## config.mk

```make
export PLATFORM = sky130hd
export DESIGN_NAME = spi_bit_engine_flat
export DESIGN_NICKNAME = d
export VERILOG_FILES = /design/src/rtl/spi_bit_engine_if.sv /design/src/rtl/spi_bit_engine.sv /design/src/flat_wrapper.sv
export SDC_FILE = /design/constraint.sdc
export NUM_CORES = 1
export LEC_CHECK = 0
export BUFFER_PORTS_ARGS = -buffer_cell sky130_fd_sc_hd__buf_2
export CORE_UTILIZATION = 50
export DETAILED_ROUTE_END_ITERATION = 8
export PLACE_DENSITY = 0.74
export SYNTH_ARGS = -nofsm -noshare
export SYNTH_HDL_FRONTEND = slang
export SYNTH_SLANG_ARGS = --single-unit
```

## constraint.sdc

```tcl
create_clock -name i_clk -period 4.5 [get_ports i_clk]
set_input_delay 0.9 -clock i_clk [delete_from_list [all_inputs] [get_ports i_clk]]
set_output_delay 0.9 -clock i_clk [all_outputs]
set_load 0.05 [all_outputs]
```

## src/rtl/spi_bit_engine_if.sv

```systemverilog
// Parallel-side bus of the SPI bit engine: shift controls, TX byte in,
// received byte and bit count out. "master" is the controlling logic,
// "slave" is the engine itself.
interface spi_bit_engine_if #(
  parameter int DATA_WIDTH = 8
);
  localparam int CW = (DATA_WIDTH > 1) ? $clog2(DATA_WIDTH) : 1;

  logic                  i_shift_en;
  logic                  i_shift_reg_direction;
  logic                  i_shift_reg_par_load;
  logic [DATA_WIDTH-1:0] i_tx_byte;
  logic                  i_count_clr;
  logic                  o_byte_is_ready;
  logic [DATA_WIDTH-1:0] o_recieved_byte;
  logic [CW-1:0]         o_bit_count;

  modport master (
    output i_shift_en, i_shift_reg_direction, i_shift_reg_par_load,
           i_tx_byte, i_count_clr,
    input  o_byte_is_ready, o_recieved_byte, o_bit_count
  );

  modport slave (
    input  i_shift_en, i_shift_reg_direction, i_shift_reg_par_load,
           i_tx_byte, i_count_clr,
    output o_byte_is_ready, o_recieved_byte, o_bit_count
  );
endinterface

```

## src/rtl/spi_bit_engine.sv

```systemverilog
// SPI mode-0 slave bit engine. Pins are synchronized into i_clk, SCLK edges
// become one-cycle strobes, RX shifts on rise strobes, TX shifts on fall
// strobes. o_fsm_state exposes the IDLE/ACTIVE state for observation.
//
// Byte handshake: o_byte_is_ready is a one-cycle pulse with no back-pressure;
// o_recieved_byte is already valid in the pulse cycle and holds until the
// next complete byte, so a consumer may sample it on the pulse or any later
// cycle before the next pulse.
module spi_bit_engine #(
  parameter int DATA_WIDTH  = 8,
  parameter int SYNC_STAGES = 2
) (
  input  logic             i_clk,
  input  logic             i_rst,
  input  logic             i_spi_sclk,
  input  logic             i_spi_mosi,
  input  logic             i_spi_cs,
  output logic             o_spi_miso,
  output logic             o_fsm_state,
  spi_bit_engine_if.slave  bus
);
  localparam int CW = (DATA_WIDTH > 1) ? $clog2(DATA_WIDTH) : 1;
  localparam logic [CW-1:0] CNT_LAST = CW'(DATA_WIDTH - 1);

  typedef enum logic {ST_IDLE = 1'b0, ST_ACTIVE = 1'b1} state_t;

  logic [SYNC_STAGES-1:0] r_sclk_sync;
  logic [SYNC_STAGES-1:0] r_mosi_sync;
  logic [SYNC_STAGES-1:0] r_cs_sync;
  logic                   r_sclk_d;
  logic                   r_mosi_d;
  state_t                 r_state;
  state_t                 w_state_nxt;
  logic                   w_active;
  logic                   w_cs_abort;
  logic                   w_shift_ok;
  logic                   w_sclk;
  logic                   w_cs;
  logic                   w_sclk_rise;
  logic                   w_sclk_fall;
  logic [DATA_WIDTH-1:0]  r_rx;
  logic [DATA_WIDTH-1:0]  w_rx_next;
  logic [DATA_WIDTH-1:0]  r_rx_byte;
  logic [CW-1:0]          r_bit_cnt;
  logic                   r_byte_ready;
  logic [DATA_WIDTH-1:0]  r_tx;
  logic                   r_tx_fresh;

  assign w_sclk      = r_sclk_sync[SYNC_STAGES-1];
  assign w_cs        = r_cs_sync[SYNC_STAGES-1];
  // MOSI is delayed by the same extra register as SCLK so both stay aligned.
  assign w_sclk_rise = w_sclk & ~r_sclk_d;
  assign w_sclk_fall = ~w_sclk & r_sclk_d;
  assign w_shift_ok  = w_active & ~w_cs_abort & bus.i_shift_en;

  // Pin synchronizers plus the edge-detect / MOSI alignment register.
  always_ff @(posedge i_clk or negedge i_rst) begin
    if (!i_rst) begin
      r_sclk_sync <= '0;
      r_mosi_sync <= '0;
      r_cs_sync   <= '1;
      r_sclk_d    <= 1'b0;
      r_mosi_d    <= 1'b0;
    end else begin
      r_sclk_sync <= {r_sclk_sync[SYNC_STAGES-2:0], i_spi_sclk};
      r_mosi_sync <= {r_mosi_sync[SYNC_STAGES-2:0], i_spi_mosi};
      r_cs_sync   <= {r_cs_sync[SYNC_STAGES-2:0], i_spi_cs};
      r_sclk_d    <= w_sclk;
      r_mosi_d    <= r_mosi_sync[SYNC_STAGES-1];
    end
  end

  // FSM state register.
  always_ff @(posedge i_clk or negedge i_rst) begin
    if (!i_rst) r_state <= ST_IDLE;
    else        r_state <= w_state_nxt;
  end

  // FSM next state; w_cs_abort flags CS rising while a transfer is active.
  always_comb begin
    w_state_nxt = r_state;
    w_active    = 1'b0;
    w_cs_abort  = 1'b0;
    case (r_state)
      ST_IDLE: begin
        if (!w_cs) w_state_nxt = ST_ACTIVE;
      end
      ST_ACTIVE: begin
        w_active = 1'b1;
        if (w_cs) begin
          w_state_nxt = ST_IDLE;
          w_cs_abort  = 1'b1;
        end
      end
      default: w_state_nxt = ST_IDLE;
    endcase
  end

  // RX shift value: new bit enters the LSB end (MSB first) or MSB end (LSB first).
  always_comb begin
    w_rx_next = r_rx;
    if (bus.i_shift_reg_direction) w_rx_next = {r_mosi_d, r_rx[DATA_WIDTH-1:1]};
    else                           w_rx_next = {r_rx[DATA_WIDTH-2:0], r_mosi_d};
  end

  // RX path: bit counter, partial byte, completed byte and ready pulse.
  always_ff @(posedge i_clk or negedge i_rst) begin
    if (!i_rst) begin
      r_rx         <= '0;
      r_bit_cnt    <= '0;
      r_rx_byte    <= '0;
      r_byte_ready <= 1'b0;
    end else begin
      r_byte_ready <= 1'b0;
      if (bus.i_count_clr || w_cs_abort) begin
        r_rx      <= '0;
        r_bit_cnt <= '0;
      end else if (w_shift_ok && w_sclk_rise) begin
        if (r_bit_cnt == CNT_LAST) begin
          r_bit_cnt    <= '0;
          r_rx         <= '0;
          r_rx_byte    <= w_rx_next;
          r_byte_ready <= 1'b1;
        end else begin
          r_bit_cnt <= r_bit_cnt + CW'(1);
          r_rx      <= w_rx_next;
        end
      end
    end
  end

  // TX path: a parallel load wins; the first fall after a load only clears
  // tx_fresh so the loaded first bit stays on MISO for the master's next rise.
  always_ff @(posedge i_clk or negedge i_rst) begin
    if (!i_rst) begin
      r_tx       <= '0;
      r_tx_fresh <= 1'b0;
    end else if (bus.i_shift_reg_par_load) begin
      r_tx       <= bus.i_tx_byte;
      r_tx_fresh <= 1'b1;
    end else if (w_cs_abort) begin
      r_tx_fresh <= 1'b0;
    end else if (w_shift_ok && w_sclk_fall) begin
      if (r_tx_fresh)                     r_tx_fresh <= 1'b0;
      else if (bus.i_shift_reg_direction) r_tx <= {1'b0, r_tx[DATA_WIDTH-1:1]};
      else                                r_tx <= {r_tx[DATA_WIDTH-2:0], 1'b0};
    end
  end

  assign o_spi_miso = (r_state == ST_ACTIVE) ?
                      (bus.i_shift_reg_direction ? r_tx[0] : r_tx[DATA_WIDTH-1]) : 1'b0;
  assign o_fsm_state         = r_state;
  assign bus.o_byte_is_ready = r_byte_ready;
  assign bus.o_recieved_byte = r_rx_byte;
  assign bus.o_bit_count     = r_bit_cnt;
endmodule

```

## src/flat_wrapper.sv

```systemverilog
// flat-port wrapper written by rule: the top's interface ports become plain ports
module spi_bit_engine_flat 
#(
  parameter int DATA_WIDTH  = 8,
  parameter int SYNC_STAGES = 2
)
  (i_clk, i_rst, i_spi_sclk, i_spi_mosi, i_spi_cs, o_spi_miso, o_fsm_state, bus_i_shift_en, bus_i_shift_reg_direction, bus_i_shift_reg_par_load, bus_i_tx_byte, bus_i_count_clr, bus_o_byte_is_ready, bus_o_recieved_byte, bus_o_bit_count);
  spi_bit_engine_if #(.DATA_WIDTH(DATA_WIDTH)) bus_i ();
  input  logic i_clk;
  input  logic i_rst;
  input  logic i_spi_sclk;
  input  logic i_spi_mosi;
  input  logic i_spi_cs;
  output logic o_spi_miso;
  output logic o_fsm_state;
  input wire logic [$bits(bus_i.i_shift_en)-1:0] bus_i_shift_en;
  input wire logic [$bits(bus_i.i_shift_reg_direction)-1:0] bus_i_shift_reg_direction;
  input wire logic [$bits(bus_i.i_shift_reg_par_load)-1:0] bus_i_shift_reg_par_load;
  input wire logic [$bits(bus_i.i_tx_byte)-1:0] bus_i_tx_byte;
  input wire logic [$bits(bus_i.i_count_clr)-1:0] bus_i_count_clr;
  output wire logic [$bits(bus_i.o_byte_is_ready)-1:0] bus_o_byte_is_ready;
  output wire logic [$bits(bus_i.o_recieved_byte)-1:0] bus_o_recieved_byte;
  output wire logic [$bits(bus_i.o_bit_count)-1:0] bus_o_bit_count;
  assign bus_i.i_shift_en = bus_i_shift_en;
  assign bus_i.i_shift_reg_direction = bus_i_shift_reg_direction;
  assign bus_i.i_shift_reg_par_load = bus_i_shift_reg_par_load;
  assign bus_i.i_tx_byte = bus_i_tx_byte;
  assign bus_i.i_count_clr = bus_i_count_clr;
  assign bus_o_byte_is_ready = bus_i.o_byte_is_ready;
  assign bus_o_recieved_byte = bus_i.o_recieved_byte;
  assign bus_o_bit_count = bus_i.o_bit_count;
  spi_bit_engine #(.DATA_WIDTH(DATA_WIDTH), .SYNC_STAGES(SYNC_STAGES)) u_core (.i_clk(i_clk), .i_rst(i_rst), .i_spi_sclk(i_spi_sclk), .i_spi_mosi(i_spi_mosi), .i_spi_cs(i_spi_cs), .o_spi_miso(o_spi_miso), .o_fsm_state(o_fsm_state), .bus(bus_i));
endmodule
```

### Word-level counts from Yosys, hierarchy flattened

Cells that the tools add are included.

* register bits: 38
* input bits: 17
* output and inout port bits: 14

* bitwise logic cells: 8
* mux-type cells: 24
* reduce and logical (&&, ||, !) cells: 8
* add/subtract/negate cells: 1
* equal/unequal tests: 3

Operators by type and width (count)
* 8-bit 2-to-1 mux: 9
* 1-bit 2-to-1 mux: 12
* 3-bit 2-to-1 mux: 3
* 3-bit AND reduction: 2
* 1-bit AND: 4
* 2-bit != test, second input constant: 2
* 1-bit NOT: 4
* 2-bit nonzero test: 2
* 3-bit by 1-bit adder with 3-bit output, second input constant: 1
* 3-bit equality test, second input constant: 1
* 3-bit nonzero test: 1
* 1-bit logical AND: 2
* 1-bit logical OR: 1

### Longest topological paths before layout

Gate-level depths: netlist of the first run.

* depth after elaboration: 9
* depth in mapped cells: 5

### Worst setup path before layout of the first run

Ideal clock, no wire load.

* path type: input to output
* from: in bus_i_shift_reg_direction
* to: out o_spi_miso
* data required time: 3600 ps
* setup slack: 1343 ps
* stages: 4
* buffers on the path: 2
* arrival: 2257 ps
* cell sequence: clkbuf_1 > buf_2 > mux2i_1 > nor2b_1

* word-level cells in the longest chain between the ends: 2

RTL lines
* from (decl): RTL line flat_wrapper.sv:17 `input wire logic [$bits(bus_i.i_shift_reg_direction)-1:0] bus_i_shift_reg_direction;`
* 1-bit 2-to-1 mux: RTL line spi_bit_engine.sv:151 `(bus.i_shift_reg_direction ? r_tx[0] : r_tx[DATA_WIDTH-1]) : 1'b0;`
* 1-bit 2-to-1 mux: RTL line spi_bit_engine.sv:150 `assign o_spi_miso = (r_state == ST_ACTIVE) ?`
* to (decl): RTL line flat_wrapper.sv:14 `output logic o_spi_miso;`

No other way between the ends.

### Worst setup path after layout of the first run

Ends and elaborated chain as after synthesis.

==> results.rst, run 1 <==
.. list-table::
   :header-rows: 1

   * - Metric
     - Value
   * - Power consumption
     - between 700 and 800 µW
   * - TritonCTS clock tree
     - yes
   * - H-tree level count
     - 2
   * - Io pins
     - 31
   * - Hold buffer count at cts
     - 0
   * - Starting DRC count in detailed routing
     - between 60 and 70
   * - Hold path depth
     - 0
   * - Area Growth Syn to Fin
     - 15.1%
   * - Slew Limit Fails
     - 0
   * - Category of the worst setup path capture point
     - output pin
   * - Pre-CTS setup slack
     - 1.82 ns
   * - Number of hold-slack violations in the final timing report
     - 0
   * - Setup tns final
     - 0 ns
   * - Worst clock skew on the final layout
     - 0.0146 ns
   * - Diode insertion count for antenna repair
     - 0
   * - Post-layout minimum cycle time
     - between 2 and 3 ns
   * - Initial antenna violation count
     - 0
   * - Number of buffers and inverters on the critical path
     - 2
   * - Slew at the pin closest to its max-slew limit
     - between 0.8 and 0.9 ns
   * - Leading register cell type out of synthesis
     - sky130_fd_sc_hd__dfrtp_1
   * - Critical path startpoint category
     - input pin
   * - CP peak stage delay
     - 0.35 ns
   * - Cts repair resizes
     - 0
   * - Number of gates on the worst path with buffers counted
     - 4
   * - Areal power density over the cells
     - 354 nW/µm²
   * - Total setup violations reported at the end of the flow
     - 0
   * - Root Buffer Master
     - sky130_fd_sc_hd__clkbuf_4
   * - Number of cell instances on the worst register-to-register path
     - 3
   * - Post-detailed-route count of antenna-violating nets
     - 0
   * - Most frequent cell after synthesis
     - sky130_fd_sc_hd__dfrtp_1
   * - Layout cell share with drive strength beyond 1
     - about 28%
   * - Run status
     - completed
   * - Highest Clock Rate
     - 0.374 GHz
   * - Routed wire length per instance
     - 14.1 µm
   * - Mean number of vias per cell
     - 5.44
   * - Maximum clock insertion buffer count
     - 2
   * - Netlist Area Pre-Place
     - 1790 µm²
   * - Chip width
     - between 60 and 70 µm
   * - Post-route worst setup slack
     - around 1.8 ns
   * - Path category of the worst min-delay check
     - reg2reg
   * - Global routing usage summed across all routing layers
     - a little under a fifth
   * - Warning count from the yosys run
     - 0
   * - Clock latency on the worst-skew pair
     - 0.34 ns
   * - Core area
     - 3390 µm²
   * - Number of standard-cell rows in the floorplan
     - 21
   * - Total detailed-routing wirelength
     - 3120 µm
   * - Setup Crit Path Kind
     - in2out
   * - Number of buffers added for setup after CTS
     - 0
   * - Number of maximum-capacitance violations
     - 0
   * - Fraction of synthesis flops using an asynchronous set or reset pin
     - 100%
   * - Die Y-Extent
     - 61.8 µm
   * - Slowest-stage cell, CP
     - sky130_fd_sc_hd__buf_2
   * - Post-Synthesis Mean Instance Area
     - 12.3 µm²
   * - Library cells used by synthesis
     - 34
   * - Post-synth net total
     - about 160
   * - Post-synthesis sequential area ratio
     - approximately 53%
   * - Top cell type by total area after synthesis
     - sky130_fd_sc_hd__dfrtp_1
   * - Peak fanout along the critical path
     - 17
   * - Number of DRC violations after detailed routing
     - 0
   * - Pin count of the biggest net entering global routing
     - 39
   * - Clock input transition at the sequential cells of the worst setup and hold paths
     - roughly 0.12 ns
   * - Largest delay share family, worst path
     - buffers and inverters
   * - Via count of the first global-routing pass
     - around 1100
   * - Area enclosed by the die boundary
     - about 3800 µm²
   * - Relative slew margins
     - 45.8%
   * - VDD IR max
     - ~0.21 mV
   * - Worst hold slack after final layout
     - roughly 0.36 ns
   * - Vias
     - 1202
   * - Number of flops mapped to enable cells by yosys
     - 0
   * - Lkg Pwr
     - 1.02 nW
   * - Arrival time worst endpoint
     - 1.78 ns
   * - Synth top area cells
     - sky130_fd_sc_hd__dfrtp_1, sky130_fd_sc_hd__mux2i_1, sky130_fd_sc_hd__mux2_1
   * - Post-route fraction of the period consumed by the critical path
     - 59.5%
   * - Post-DP Area
     - 1950 µm²
   * - Worst path cell trace
     - buf_2, mux2i_1, nor2b_1, buf_2
   * - IO buf count
     - 30
   * - Clk sinks
     - 38
   * - Area of all placed cells without fillers
     - 2060 µm²
   * - Cell mode on critical path
     - sky130_fd_sc_hd__buf_2
   * - Iteration count of the initial detailed-routing pass
     - 4
   * - Initial standard-cell utilization of the core
     - 52.8%
   * - NumNets Final
     - between 150 and 200
   * - Total CTS buffers
     - 5
   * - RSZ-0062 raised after global routing
     - false
   * - Global-route congestion overflow total
     - 0
   * - Half-perimeter wire length after detailed placement
     - 2160 µm
   * - Yosys top cell area share
     - between 50% and 60%
   * - Count of state elements after synthesis
     - 38
   * - Req. time, crit path
     - 3.60 ns
   * - Gate count after technology mapping
     - ~150
   * - Gp weighted congestion
     - 0.747
   * - Wire length of the first global-routing pass
     - 5050 µm
   * - Top cells by instance count after synthesis
     - sky130_fd_sc_hd__dfrtp_1, sky130_fd_sc_hd__mux2i_1, sky130_fd_sc_hd__inv_1, sky130_fd_sc_hd__nor2b_1
==> where the power goes <==
part           total, mW  switching [mW]  internal (mW)
Clock              0.299           0.111          0.188
Combinational     0.0651          0.0356         0.0295
Sequential         0.366          0.0103          0.355
Total              0.730           0.157          0.573
==> per-layer routing <==
layer	part of all wire [%]	track usage [%]
met2	47	28.3
met5	0	0
met3	4.3	7.45
met4	0.64	8.57
met1	48	24.6
==> state kept, by name, indices dropped and copies added, names as in the netlist, 2 cells and up <==
name,cells
u_core.r_rx,8
u_core.bus.o_recieved_byte,8
u_core.r_cs_sync,2
u_core.r_mosi_sync,2
u_core.bus.o_bit_count,3
u_core.r_sclk_sync,2
u_core.r_tx,8
==> stage by stage <==
step	util [%]	instances
2_1_floorplan	-	145
3_3_place_gp	57.5	213
3_5_place_dp	57.5	213
4_1_cts	60.8	221
5_1_grt	60.8	221
6_report	60.8	221
==> logic make-up (layout without fill, tap and decap cells) <==
kind of cell,after synthesis,after routing,share of synthesized area (%)
AO/OA/AOI/OAI,17,17,8.25
adder cells (fa/ha/maj),2,2,1.40
buffers and inverters,19,49,5.03
flip-flops,38,38,53.2
multiplexers,31,31,18.4
AND/OR/NAND/NOR,38,38,13.7
==> area by class of cell <==
cell class                 instances  area [µm²]
clock buffer                       6        51.3
clock inverter                     2        60.1
fill                             290        1330
inverter                          11        41.3
multi-input combinational         88         747
sequential                        38         953
tap                               46        57.6
timing repair buffer              30         150
==> cell usage in the layout (no fill, tap or decap), types with 2 or more instances in the layout <==
cell                        count
sky130_fd_sc_hd__a221o_1        8
sky130_fd_sc_hd__buf_2         30
sky130_fd_sc_hd__bufinv_16      2
sky130_fd_sc_hd__clkbuf_4       5
sky130_fd_sc_hd__dfrtp_1       36
sky130_fd_sc_hd__dfstp_2        2
sky130_fd_sc_hd__ha_1           2
sky130_fd_sc_hd__inv_1         11
sky130_fd_sc_hd__mux2_1         8
sky130_fd_sc_hd__mux2_2         7
sky130_fd_sc_hd__mux2i_1       16
sky130_fd_sc_hd__nand2b_1       7
sky130_fd_sc_hd__nand3b_1       2
sky130_fd_sc_hd__nor2_1         2
sky130_fd_sc_hd__nor2b_1        9
sky130_fd_sc_hd__nor3_1         2
sky130_fd_sc_hd__nor4_1         6
sky130_fd_sc_hd__o2bb2ai_1      2
sky130_fd_sc_hd__or3b_1         2
==> worst paths after layout <==
path,end,slack (ns),from
min in group asynchronous,u_core.r_mosi_d,0.64,i_rst
max in group asynchronous,u_core.bus.o_bit_count[0],3.34,i_rst
hold reg to reg,u_core.r_mosi_sync[1],0.36,u_core.r_mosi_sync[0]
hold / removal,u_core.r_mosi_sync[1],0.36,u_core.r_mosi_sync[0]
setup reg to reg,u_core.r_tx[2],2.62,u_core.o_fsm_state
setup / recovery,o_spi_miso,1.82,bus_i_shift_reg_direction
(Power assumes the default switching activity.)
==> run 2: changes to the inputs <==
==> constraint.sdc (replaced) <==
create_clock -name i_clk -period 2.5 [get_ports i_clk]
set_input_delay 0.5 -clock i_clk [delete_from_list [all_inputs] [get_ports i_clk]]
set_output_delay 0.5 -clock i_clk [all_outputs]
set_load 0.05 [all_outputs]
==> results.rst, run 2 (synthesis results as in run 1) <==
.. list-table::
   :header-rows: 1

   * - Metric
     - Value
   * - Run status
     - completed
   * - Chip width
     - 61.8 µm
   * - Total CTS buffers
     - 5
   * - Post-layout minimum cycle time
     - 1.91 ns
   * - Areal power density over the cells
     - 549 nW/µm²
   * - VDD IR max
     - 0.377 mV
   * - Area of combinational cells with multiple inputs
     - 747 µm²
   * - Total detailed-routing wirelength
     - 3050 µm
   * - Clk sinks
     - 38
   * - Core area
     - 3390 µm²
   * - Routed wire length per instance
     - 13.7 µm
   * - Global routing usage summed across all routing layers
     - ~18%
   * - RSZ-0062 raised after global routing
     - false
   * - Top library cells by usage in the layout, fill and taps aside
     - sky130_fd_sc_hd__dfrtp_1, sky130_fd_sc_hd__buf_2, sky130_fd_sc_hd__mux2i_1, sky130_fd_sc_hd__inv_1, sky130_fd_sc_hd__nor2b_1
   * - Critical path startpoint category
     - flip-flop
   * - Initial standard-cell utilization of the core
     - 52.8%
   * - Peak fanout along the critical path
     - 9
   * - Post-route fraction of the period consumed by the critical path
     - about three quarters
   * - Relative slew margins
     - 45.8%
   * - Number of standard cells in the layout, taps in and fillers out
     - 222
   * - Area Growth Syn to Fin
     - 12.9%
   * - Category of the worst setup path capture point
     - flip-flop
   * - Setup Crit Path Kind
     - reg2reg
   * - Endpoint of the lowest-slack register-to-register path
     - u_core.r_tx[4]
   * - Area enclosed by the die boundary
     - 3820 µm²
   * - Vias
     - 1190
   * - Wire length of the first global-routing pass
     - 4750 µm
   * - Count of placed standard cells including taps
     - 214
   * - NumNets Final
     - 194
   * - Most frequent standard cell in the layout excluding fill and tap cells
     - sky130_fd_sc_hd__dfrtp_1
   * - Worst clock skew on the final layout
     - 0.0130 ns
   * - H-tree level count
     - 2
   * - Io pins
     - 31
   * - Critical R2R Launch
     - u_core.o_fsm_state
   * - Gp weighted congestion
     - roughly 0.79
   * - Layout cell share with drive strength beyond 1
     - 28.4%
   * - Number of buffers added for setup after CTS
     - 0
   * - Highest Clock Rate
     - between 0.5 and 0.6 GHz
   * - Maximum clock insertion buffer count
     - 2
   * - Req. time, crit path
     - about 2.7 ns
   * - Mean number of vias per cell
     - 5.36
   * - Hold buffer count at cts
     - 0
   * - Path category of the worst min-delay check
     - in2async
   * - Number of hold-slack violations in the final timing report
     - 0
   * - Slew at the pin closest to its max-slew limit
     - 0.814 ns
   * - Initial antenna violation count
     - 0
   * - Iteration count of the initial detailed-routing pass
     - 4
   * - Cts repair resizes
     - 0
   * - Power consumption
     - around 1.1 mW
   * - IO buf count
     - 30
   * - Arrival time worst endpoint
     - 2.14 ns
   * - Starting DRC count in detailed routing
     - 44
   * - Total area of sequential cells
     - between 900 and 1000 µm²
   * - Global-route congestion overflow total
     - 0
   * - Total setup violations reported at the end of the flow
     - 0
   * - Number of cell instances on the worst register-to-register path
     - 3
   * - Clock latency on the worst-skew pair
     - between 0.3 and 0.4 ns
   * - TritonCTS clock tree
     - yes
   * - Diode insertion count for antenna repair
     - 0
   * - Post-detailed-route count of antenna-violating nets
     - 0
   * - Register-to-register setup slack
     - 0.59 ns
   * - Half-perimeter wire length after detailed placement
     - 2150 µm
   * - Number of DRC violations after detailed routing
     - 0
   * - Setup tns final
     - 0 ns
   * - Pin count of the biggest net entering global routing
     - 39
   * - Lkg Pwr
     - 1.00 nW
   * - Number of maximum-capacitance violations
     - 0
   * - Via count of the first global-routing pass
     - 1083
   * - Clock input transition at the sequential cells of the worst setup and hold paths
     - 0.12 ns
   * - Number of standard-cell rows in the floorplan
     - 21
   * - Filler cell count in the final layout
     - about 280
   * - Slew Limit Fails
     - 0
   * - Root Buffer Master
     - sky130_fd_sc_hd__clkbuf_4
   * - Die Y-Extent
     - 61.8 µm
-- run 2: power by group --
part / total (mW) / switching [mW] / internal (mW)
logic: 0.117 / 0.0629 / 0.0544
registers: 0.658 / 0.0188 / 0.640
clock network: 0.333 / 0.198 / 0.135
total: 1.11 / 0.279 / 0.829
-- run 2: worst max path at each step --
| stage | start | to | slack, ns |
|---|---|---|---|
| finish | u_core.o_fsm_state | u_core.r_tx[4] | 0.59 |
| global route | u_core.o_fsm_state | u_core.r_tx[6] | 0.53 |
| CTS | u_core.o_fsm_state | u_core.r_tx[4] | 0.62 |
| detailed placement | bus_i_shift_reg_direction | o_spi_miso | 0.65 |
| global placement | bus_i_shift_reg_direction | o_spi_miso | 0.64 |
| floorplan | bus_i_shift_reg_direction | o_spi_miso | 0.14 |
-- run 2: cell type report --
cell class	count	share of cell area, %
clock buffer	6	2.54
clock inverter	2	0.619
inverter	11	2.04
multi-input combinational	88	37.0
sequential	38	47.2
tap	46	2.85
timing repair buffer	31	7.80
-- run 2: per-layer routing --
layer,vias to the layer above,share of wire [%],GRT usage [%]
li1,579,-,-
met4,0,1.4,6.67
met3,4,4.6,6.83
met5,-,0,0
met1,583,47,22.4
met2,24,47,27.2
-- run 2: worst max-delay path, stage by stage, from the launching register on --
cell and delay [ns]:
sky130_fd_sc_hd__dfrtp_1 0.49, sky130_fd_sc_hd__or3b_1 0.52, sky130_fd_sc_hd__or2_0 0.42, sky130_fd_sc_hd__a221o_1 0.36
-- run 2: metrics by stage --
| stage | hold slack [ns] | utilization (%) | area, µm² | setup WS, ns |
|---|---|---|---|---|
| detailed placement | 0.340 | 57.7 | 1960 | 0.652 |
| CTS | 0.233 | 59.6 | 2020 | 0.624 |
| floorplan | 0.204 | - | 1790 | 0.143 |
| finish | 0.239 | 59.6 | 2020 | 0.592 |
| global placement | 0.333 | 57.7 | 1960 | 0.639 |
| global route | 0.222 | 59.6 | 2020 | 0.530 |
